`src/rtl/painterengine_gpu_writer_scheduler.sv`:
```
// rtl/painterengine_gpu_writer_scheduler.sv - round-robin job scheduler for a 4-channel GPU DMA writer
// Arbitrates channel requests, restarts the writer per job, and reports per-channel done/error pulses.
module painterengine_gpu_writer_scheduler #(
    parameter int PARAM_RESTART_CYCLES = 2,
    parameter int PARAM_TIMEOUT_WIDTH  = 20
) (
    input  logic         i_wire_clock,
    input  logic         i_wire_resetn,
    input  logic [3:0]   i_wire_request,
    input  logic [127:0] i_wire_address,
    input  logic [127:0] i_wire_length,
    output logic [3:0]   o_wire_grant,
    output logic [3:0]   o_wire_channel_done,
    output logic [3:0]   o_wire_channel_error,
    output logic [2:0]   o_wire_error_type,
    output logic         o_wire_busy,
    output logic         o_wire_writer_resetn,
    output logic [3:0]   o_wire_writer_router,
    output logic [127:0] o_wire_writer_address,
    output logic [127:0] o_wire_writer_length,
    input  logic         i_wire_writer_done,
    input  logic         i_wire_writer_error,
    input  logic [2:0]   i_wire_writer_error_type
);

    typedef enum logic [1:0] {
        S_IDLE     = 2'd0,
        S_LAUNCH   = 2'd1,
        S_RUN      = 2'd2,
        S_COMPLETE = 2'd3
    } state_t;

    localparam logic [3:0] L_RESTART_LAST = 4'(PARAM_RESTART_CYCLES - 1);
    localparam logic [PARAM_TIMEOUT_WIDTH-1:0] L_TIMEOUT_ONE = PARAM_TIMEOUT_WIDTH'(1);
    localparam logic [PARAM_TIMEOUT_WIDTH-1:0] L_TIMEOUT_MAX = '1;

    state_t r_state;
    state_t w_next_state;

    logic [3:0]                     r_grant;
    logic [1:0]                     r_idx;
    logic [1:0]                     r_rr_ptr;
    logic [31:0]                    r_addr;
    logic [31:0]                    r_len;
    logic [3:0]                     r_restart_cnt;
    logic [PARAM_TIMEOUT_WIDTH-1:0] r_timeout_cnt;
    logic [3:0]                     r_done;
    logic [3:0]                     r_error;
    logic [2:0]                     r_error_type;
    logic                           r_busy;
    logic                           r_writer_resetn;

    logic                           w_found;
    logic [1:0]                     w_winner;
    logic [1:0]                     w_cand;
    logic [31:0]                    w_win_len;
    logic [31:0]                    w_win_addr;
    logic [PARAM_TIMEOUT_WIDTH-1:0] w_timeout_inc;
    logic                           w_timeout_hit;
    logic                           w_restart_last;

    // Search starts one past the last served channel, so every requester waits at most three jobs.
    always_comb begin
        w_found  = 1'b0;
        w_winner = r_rr_ptr;
        w_cand   = r_rr_ptr;
        for (int i = 1; i <= 4; i++) begin
            w_cand = r_rr_ptr + 2'(i);
            if (!w_found && i_wire_request[w_cand]) begin
                w_found  = 1'b1;
                w_winner = w_cand;
            end
        end
    end

    assign w_win_len      = i_wire_length[{w_winner, 5'd0} +: 32];
    assign w_win_addr     = i_wire_address[{w_winner, 5'd0} +: 32];
    assign w_timeout_inc  = r_timeout_cnt + L_TIMEOUT_ONE;
    assign w_timeout_hit  = (w_timeout_inc == L_TIMEOUT_MAX);
    assign w_restart_last = (r_restart_cnt == L_RESTART_LAST);

    always_ff @(posedge i_wire_clock or negedge i_wire_resetn) begin
        if (!i_wire_resetn) begin
            r_state <= S_IDLE;
        end else begin
            r_state <= w_next_state;
        end
    end

    always_comb begin
        w_next_state = r_state;
        case (r_state)
            S_IDLE: begin
                if (w_found) begin
                    w_next_state = (w_win_len == 32'd0) ? S_COMPLETE : S_LAUNCH;
                end
            end
            S_LAUNCH: begin
                if (w_restart_last) begin
                    w_next_state = S_RUN;
                end
            end
            S_RUN: begin
                if (i_wire_writer_error || i_wire_writer_done || w_timeout_hit) begin
                    w_next_state = S_COMPLETE;
                end
            end
            S_COMPLETE: w_next_state = S_IDLE;
            default:    w_next_state = S_IDLE;
        endcase
    end

    always_ff @(posedge i_wire_clock or negedge i_wire_resetn) begin
        if (!i_wire_resetn) begin
            r_grant         <= '0;
            r_idx           <= '0;
            r_rr_ptr        <= 2'd3;
            r_addr          <= '0;
            r_len           <= '0;
            r_restart_cnt   <= '0;
            r_timeout_cnt   <= '0;
            r_done          <= '0;
            r_error         <= '0;
            r_error_type    <= '0;
            r_busy          <= 1'b0;
            r_writer_resetn <= 1'b0;
        end else begin
            r_done  <= '0;
            r_error <= '0;
            case (r_state)
                S_IDLE: begin
                    if (w_found) begin
                        r_grant       <= 4'b0001 << w_winner;
                        r_idx         <= w_winner;
                        r_addr        <= w_win_addr;
                        r_len         <= w_win_len;
                        r_busy        <= 1'b1;
                        r_restart_cnt <= '0;
                        r_timeout_cnt <= '0;
                        // An empty job is refused without ever releasing the writer.
                        if (w_win_len == 32'd0) begin
                            r_error      <= 4'b0001 << w_winner;
                            r_error_type <= 3'd6;
                        end
                    end
                end
                S_LAUNCH: begin
                    if (w_restart_last) begin
                        r_writer_resetn <= 1'b1;
                    end else begin
                        r_restart_cnt <= r_restart_cnt + 4'd1;
                    end
                end
                S_RUN: begin
                    r_timeout_cnt <= w_timeout_inc;
                    if (i_wire_writer_error) begin
                        r_error         <= r_grant;
                        r_error_type    <= i_wire_writer_error_type;
                        r_writer_resetn <= 1'b0;
                    end else if (i_wire_writer_done) begin
                        r_done          <= r_grant;
                        r_writer_resetn <= 1'b0;
                    end else if (w_timeout_hit) begin
                        r_error         <= r_grant;
                        r_error_type    <= 3'd7;
                        r_writer_resetn <= 1'b0;
                    end
                end
                S_COMPLETE: begin
                    r_grant         <= '0;
                    r_busy          <= 1'b0;
                    r_rr_ptr        <= r_idx;
                    r_writer_resetn <= 1'b0;
                end
                default: ;
            endcase
        end
    end

    always_comb begin
        o_wire_writer_address = '0;
        o_wire_writer_length  = '0;
        for (int k = 0; k < 4; k++) begin
            if (r_grant[k]) begin
                o_wire_writer_address[32*k +: 32] = r_addr;
                o_wire_writer_length[32*k +: 32]  = r_len;
            end
        end
    end

    assign o_wire_grant         = r_grant;
    assign o_wire_writer_router = r_grant;
    assign o_wire_channel_done  = r_done;
    assign o_wire_channel_error = r_error;
    assign o_wire_error_type    = r_error_type;
    assign o_wire_busy          = r_busy;
    assign o_wire_writer_resetn = r_writer_resetn;

endmodule

```
`config.mk`:
```
export PLATFORM = sky130hd
export DESIGN_NAME = painterengine_gpu_writer_scheduler
export DESIGN_NICKNAME = d
export VERILOG_FILES = /design/src/rtl/painterengine_gpu_writer_scheduler.sv
export SDC_FILE = /design/constraint.sdc
export NUM_CORES = 1
export LEC_CHECK = 0
export ABC_AREA = 1
export ABC_CLOCK_PERIOD_IN_PS = 6700
export CAP_MARGIN = 20
export CORE_AREA = 2 2 211 213
export DETAILED_ROUTE_END_ITERATION = 12
export DIE_AREA = 0 0 213 215
export PLACE_DENSITY = 0.6
export SYNTH_ARGS = -nofsm -noshare
export SYNTH_HDL_FRONTEND = slang
export SYNTH_SLANG_ARGS = --single-unit
```
`constraint.sdc`:
```
create_clock -name i_wire_clock -period 6.7 [get_ports i_wire_clock]
set_clock_uncertainty 0.15 [all_clocks]
set_input_delay 1.34 -clock i_wire_clock [delete_from_list [all_inputs] [get_ports i_wire_clock]]
set_output_delay 1.34 -clock i_wire_clock [all_outputs]
set_load 0.005 [all_outputs]
```
==> qor.csv, run 1 <==
metric,value,unit
remaining global-route overflow,0,
vias per inst,4.35,
crit share post-route,71.2,%
total chip power,6.63,mW
dpl cells,2624,
Leakage,8.12,nW
Syn. warnings,0,
final setup TNS,0,ns
DRT iter0 DRCs,820,
CTS tree,done,
Post-Place Setup Slack,1.54,ns
wire per inst,17.1,microns
CTS root buf,clkbuf_16,
Peak Freq,0.209,GHz
hold_buf cts,0,
htree depth,3,
share of cells above drive strength 1,2.73,%
sequential share of power,21.7,%
"most common cell after layout, fill and taps aside",nand2_1,
RePlAce Congestion,0.863,
total number of vias,11500,
Worst R2R Setup Slack,2.51,ns
switching power,3.58,mW
Slew Limit Fails,0,
"Clk Latency, worst-skew pair",0.36,ns
ANT cells,0,
syn avg cell area,5.80,sq um
Post-Synthesis Net Count,1835,
Num CTS Buffers,9,
Reg2Reg Depth,19,
most frequent cells in the layout,"nand2_1, clkdlybuf4s50_1, inv_1",
HP Start,o_wire_error_type[2]$_DFFE_PN0P_,
Hold WS,0.352,ns
final setup fails,0,
dpl hpwl,34600,microns
ys flop type,dfrtp_1,
die area,45800,sq um
initial antenna violation count,1,
crit end category,flip-flop,
first-pass GRT wire length,65800,microns
final worst setup slack,1.93,ns
WP data required,6.84,ns
post_cts resized,0,
final core utilization,35.0,%
# IOs,544,
Combinational Power Share,70.0,%
Chip Height,215,microns
GR Util All Layers,19.0,%
Yosys reg bits,111,
total core area,43600,sq um
Hold WC Path Type,flip-flop to flip-flop,
switching part of the total,54.0,%
# DRC,0,
startpoint types,input port,
"most used cell, CP",nand2_1,
RSZ-0062 raised after global routing,no,
Hold Path End,o_wire_error_type[2]$_DFFE_PN0P_,
Initial Util,20.7,%
Final Hold Violating Endpoints,0,
Mapped Cells,1560,
"Setup Fix Bufs, Post-CTS",0,
"Data arrival, critical path",4.91,ns
Register Area,2790,sq um
VDD IR max,0.310,mV
Int Power,3.05,mW
fin cells,2640,
ys async rst share,100,%
Site Rows,77,
Tightest Pin Transition,1.08,ns
CP Class,input port to flip-flop,
Slowest cell on crit path,nor2_1,
vias in the first global route,10800,
count of cell types in the netlist,32,
crit path time final,4.77,ns
Clock Pin Slew Worst Setup and Hold Paths,0.08,ns
area delta synth->final,68.8,%
status,"finished, final reports clean",
Post-Place Cell Area,15000,sq um
max cap viols,0,
Clock Tree Buf Depth,2,
clock sinks,111,
Die W,213,microns
worst r2r src,r_rr_ptr[0]$_DFFE_PN1P_,
Worst path max stage delay,0.48,ns
router iterations before antenna repair,7,
"area leader, netlist",dfrtp_1,
area of the multi-input gates,4790,sq um
cells along the critical path,clkdlybuf4s50_1 -> nand2_1 -> nand2_1 -> nand2_1 -> nand2_2 -> nor2_1 -> nand3_1 -> nand2_2 -> buf_4 -> inv_2 -> nand2_1 -> nand2_1 -> nor2_1 -> nand2_1 -> nor2_1 -> nand2_1 -> nor2_1 -> nand3_1 -> nand2_1,
Post-synth EDFFs,0,
PortBufs,543,
post-route ant nets,0,
post-synthesis cell area,9050,sq um
largest cells by area after synthesis,"dfrtp_1, nand2_1, inv_1",
FF-to-FF End,o_wire_channel_error[2]$_DFF_PN0_,
Nets,2318,
final instance area,15300,sq um
P per Cell Area,434,nW/um^2
Clock power frac,8.3,%
"Max FO, Critical Path",38,
Routed WL,45200,microns
sequential fraction of the synthesis area,30.7,%
number of fillers in the final layout,4703,
Worst slew margin,28.0,%
largest net degree at the start of global routing,69,
Worst Hold Depth,2,
Yosys top cell area share,30.1,%
[worst max-delay path: cells and delay by family]
kind,cells,cell delay [ns]
buffers and inverters,3,1.32
and+or+nand+nor,16,2.19
[cells in the mapped netlist, types with 15 or more instances]
| cell type | count |
|---|---|
| xor2_1 | 17 |
| buf_2 | 15 |
| nand2_1 | 684 |
| a31oi_1 | 45 |
| o21ai_0 | 18 |
| a41oi_1 | 17 |
| nor2_1 | 121 |
| nand3_1 | 62 |
| a22oi_1 | 39 |
| clkbuf_1 | 56 |
| inv_1 | 299 |
| dfrtp_1 | 109 |
[final cells by class]
class                   count  area share (%)
repair buffers            556            36.3
multi-input cells        1062            31.3
flip-flops and latches    111            18.2
inverters                 303            7.46
well taps                 592            4.85
clock buffers              11            1.59
clock inverters             5           0.270
[registers in the layout (all words and copies together), names as in the netlist, 2 cells and up]
signal and count:
o_wire_channel_error 4, r_addr 32, o_wire_grant 4, r_rr_ptr 2, o_wire_channel_done 4, r_len 32, r_state 2, r_timeout_cnt 20
r_restart_cnt 4, r_idx 2, o_wire_error_type 3
[per-layer routing]
layer	part of all wire, %	global-route usage (%)
met1	44	25.1
met2	47	31.7
met3	6.7	3.68
met4	1.7	4.15
met5	0	0
[worst max path at each step]
stage	from	endpoint	slack [ns]
2_1_floorplan	i_wire_request[2]	o_wire_error_type[0]$_DFFE_PN0P_	3.37
3_3_place_gp	i_wire_request[3]	o_wire_channel_error[2]$_DFF_PN0_	1.58
5_1_grt	i_wire_request[0]	o_wire_channel_error[2]$_DFF_PN0_	1.63
3_5_place_dp	i_wire_request[1]	o_wire_channel_error[2]$_DFF_PN0_	1.54
4_1_cts	i_wire_request[1]	o_wire_channel_error[2]$_DFF_PN0_	1.93
6_report	i_wire_request[1]	o_wire_channel_error[2]$_DFF_PN0_	1.93
[power by group through the flow]
stage	clock network (mW)	registers, mW	logic, mW
2_1_floorplan	0	1.19	2.81
3_3_place_gp	0	1.44	4.62
3_5_place_dp	0	1.45	4.68
4_1_cts	0.568	1.44	4.70
5_1_grt	0.596	1.49	5.19
6_report	0.551	1.44	4.64
[logic make-up after synthesis]
family / Yosys count / synth area share [%]
simple gates: 895 / 39.0
buf+inv: 387 / 16.8
compound gates: 142 / 10.7
flops: 111 / 30.7
xor+xnor: 17 / 1.64
fa+ha+maj: 8 / 1.11
(Power assumes the default switching activity.)
==> inputs of run 2 (changes only) <==
--- a/config.mk
+++ b/config.mk
@@ -6,12 +6,12 @@
 export NUM_CORES = 1
 export LEC_CHECK = 0
 export ABC_AREA = 1
-export ABC_CLOCK_PERIOD_IN_PS = 6700
+export ABC_CLOCK_PERIOD_IN_PS = 4200
 export CAP_MARGIN = 20
 export CORE_AREA = 2 2 211 213
 export DETAILED_ROUTE_END_ITERATION = 12
 export DIE_AREA = 0 0 213 215
-export PLACE_DENSITY = 0.6
+export PLACE_DENSITY = 0.62
 export SYNTH_ARGS = -nofsm -noshare
 export SYNTH_HDL_FRONTEND = slang
 export SYNTH_SLANG_ARGS = --single-unit
==> constraint.sdc (replaced) <==
create_clock -name i_wire_clock -period 4.2 [get_ports i_wire_clock]
set_clock_uncertainty 0.15 [all_clocks]
set_input_delay 0.84 -clock i_wire_clock [delete_from_list [all_inputs] [get_ports i_wire_clock]]
set_output_delay 0.84 -clock i_wire_clock [all_outputs]
set_load 0.005 [all_outputs]
==> qor.csv, run 2 (synthesis results as in run 1) <==
metric,value,unit,change
worst r2r src,r_rr_ptr[0]$_DFFE_PN1P_,,
ANT cells,0,,unchanged
Num CTS Buffers,9,,unchanged
fin cells,2652,,+0.45%
total number of vias,11700,,+2.1%
HP Start,r_idx[0]$_DFFE_PN0P_,,
initial antenna violation count,2,,+1
first-pass GRT wire length,67200,microns,+2.2%
switching power,5.69,mW,+59%
startpoint types,input port,,
Final Hold Violating Endpoints,0,,unchanged
Post-Place Cell Area,15200,sq um,+1.2%
final core utilization,35.4,%,+0.38 points
wire per inst,17.1,microns,-0.40%
Hold Path End,r_idx[0]$_DFFE_PN0P_,,
CTS tree,done,,
FF-to-FF End,o_wire_error_type[2]$_DFFE_PN0P_,,
sequential share of power,21.4,%,-0.3 points
crit path time final,3.43,ns,
"Data arrival, critical path",3.56,ns,-1.35 ns
GR Util All Layers,19.2,%,+0.25 points
final instance area,15400,sq um,+1.1%
VDD IR max,0.606,mV,+96%
Nets,2330,,+0.52%
"most common cell after layout, fill and taps aside",nand2_1,,
area delta synth->final,70.7,%,
dpl hpwl,34900,microns,+0.78%
CP Class,input port to flip-flop,,
status,"finished, final reports clean",,
final worst setup slack,0.773,ns,-1.15 ns
Routed WL,45300,microns,about the same
Clock power frac,8.2,%,about the same
Initial Util,20.7,%,unchanged
total chip power,10.8,mW,+63%
Post-Place Setup Slack,0.336,ns,-1.21 ns
# DRC,0,,unchanged
most frequent cells in the layout,"nand2_1, clkdlybuf4s50_1, inv_1",,
"Setup Fix Bufs, Post-CTS",0,,unchanged
remaining global-route overflow,0,,unchanged
Worst slew margin,32.3,%,+4.2 points
max cap viols,0,,unchanged
share of cells above drive strength 1,3.35,%,+0.62 points
Peak Freq,0.292,GHz,
Site Rows,77,,unchanged
Int Power,5.09,mW,+67%
RePlAce Congestion,0.893,,+3.5%
Tightest Pin Transition,1.02,ns,-0.0599 ns
Leakage,8.21,nW,+1.2%
"Max FO, Critical Path",63,,+66%
Die W,213,microns,unchanged
clock sinks,111,,unchanged
PortBufs,543,,unchanged
Worst R2R Setup Slack,0.88,ns,-1.63 ns
RSZ-0062 raised after global routing,no,,
dpl cells,2636,,+0.46%
# IOs,544,,unchanged
vias per inst,4.43,,+1.7%
CTS root buf,clkbuf_16,,
Slew Limit Fails,0,,unchanged
largest net degree at the start of global routing,101,,+46%
Chip Height,215,microns,unchanged
post_cts resized,0,,unchanged
vias in the first global route,11300,,+4.3%
Hold WC Path Type,flip-flop to flip-flop,,
hold_buf cts,0,,unchanged
final setup fails,0,,unchanged
htree depth,3,,unchanged
crit end category,flip-flop,,
Worst Hold Depth,2,,unchanged
Regs by FF count,"r_addr (32), r_len (32), r_timeout_cnt (20)",,
post-route ant nets,0,,unchanged
Clock Tree Buf Depth,2,,unchanged
DRT iter0 DRCs,900,,+9.8%
final setup TNS,0,ns,unchanged
router iterations before antenna repair,5,,-2
P per Cell Area,698,nW/um^2,+61%
die area,45800,sq um,unchanged
Hold WS,0.354,ns,+0.00227 ns
total core area,43600,sq um,unchanged
switching part of the total,52.8,%,-1.2 points
Clock Pin Slew Worst Setup and Hold Paths,0.09,ns,about the same
crit share post-route,81.6,%,
WP data required,4.33,ns,-2.51 ns
Reg2Reg Depth,22,,+3
"Clk Latency, worst-skew pair",0.38,ns,+0.02 ns
Combinational Power Share,70.5,%,+0.5 points
==> run 2: cell types whose count changed in the layout (fill, tap and decap cells not counted), moves of 2 or more <==
cell        delta
nor2_4         -4
clkinvlp_4     -2
buf_4          +4
buf_12         +8
clkinv_2       +3
nor2_2         +4
==> run 2: worst max-delay path by stage <==
stage | from | endpoint
2_1_floorplan | i_wire_request[2] | o_wire_error_type[0]$_DFFE_PN0P_
3_3_place_gp | i_wire_request[3] | o_wire_error_type[1]$_DFFE_PN0P_
3_5_place_dp | i_wire_request[3] | o_wire_error_type[2]$_DFFE_PN0P_
4_1_cts | o_wire_grant[0]$_DFFE_PN0P_ | o_wire_writer_length[9]
5_1_grt | i_wire_request[2] | o_wire_error_type[1]$_DFFE_PN0P_
6_report | i_wire_request[3] | o_wire_error_type[2]$_DFFE_PN0P_
==> run 2: cell type report <==
class	count	area [sq um]
Sequential cell	111	2790
Tap cell	592	741
Fill cell	4682	28200
Multi-Input combinational cell	1062	4770
Clock buffer	9	225
Inverter	303	1140
Timing Repair Buffer	568	5740
Clock inverter	7	52.6
==> run 2: power by group through the flow <==
stage / logic, mW / clock network [mW] / registers (mW)
floorplan: 4.49 / 0 / 1.90
global placement: 7.52 / 0 / 2.31
detailed placement: 7.61 / 0 / 2.33
CTS: 7.64 / 0.920 / 2.31
global route: 8.46 / 0.958 / 2.40
finish: 7.60 / 0.879 / 2.30
==> run 2: critical path, cell delays in order <==
cell and delay (ns):
clkdlybuf4s50_1 0.48, inv_1 0.05, nand2_1 0.08, nand2_1 0.08
nand2_1 0.06, nand2_1 0.11, nand2_4 0.12, nand2_2 0.06
nand2_4 0.07, nand2_4 0.08, buf_12 0.19, nand2_1 0.10
nand2_1 0.08, nand2_1 0.10, nand2_1 0.07, nor2_1 0.10
nand2_1 0.06, nor2_1 0.11, nand2_1 0.12, o21ai_2 0.31
nand2_2 0.11, nand2_1 0.07, nand2_1 0.05
==> run 2: layer usage <==
metal	GRT usage, %	up-vias	share of wire [%]
met5	0	-	0
met4	5.22	0	2.3
met3	4.24	51	7.3
met2	32.5	463	48
met1	24.5	5530	42
li1	-	5693	-
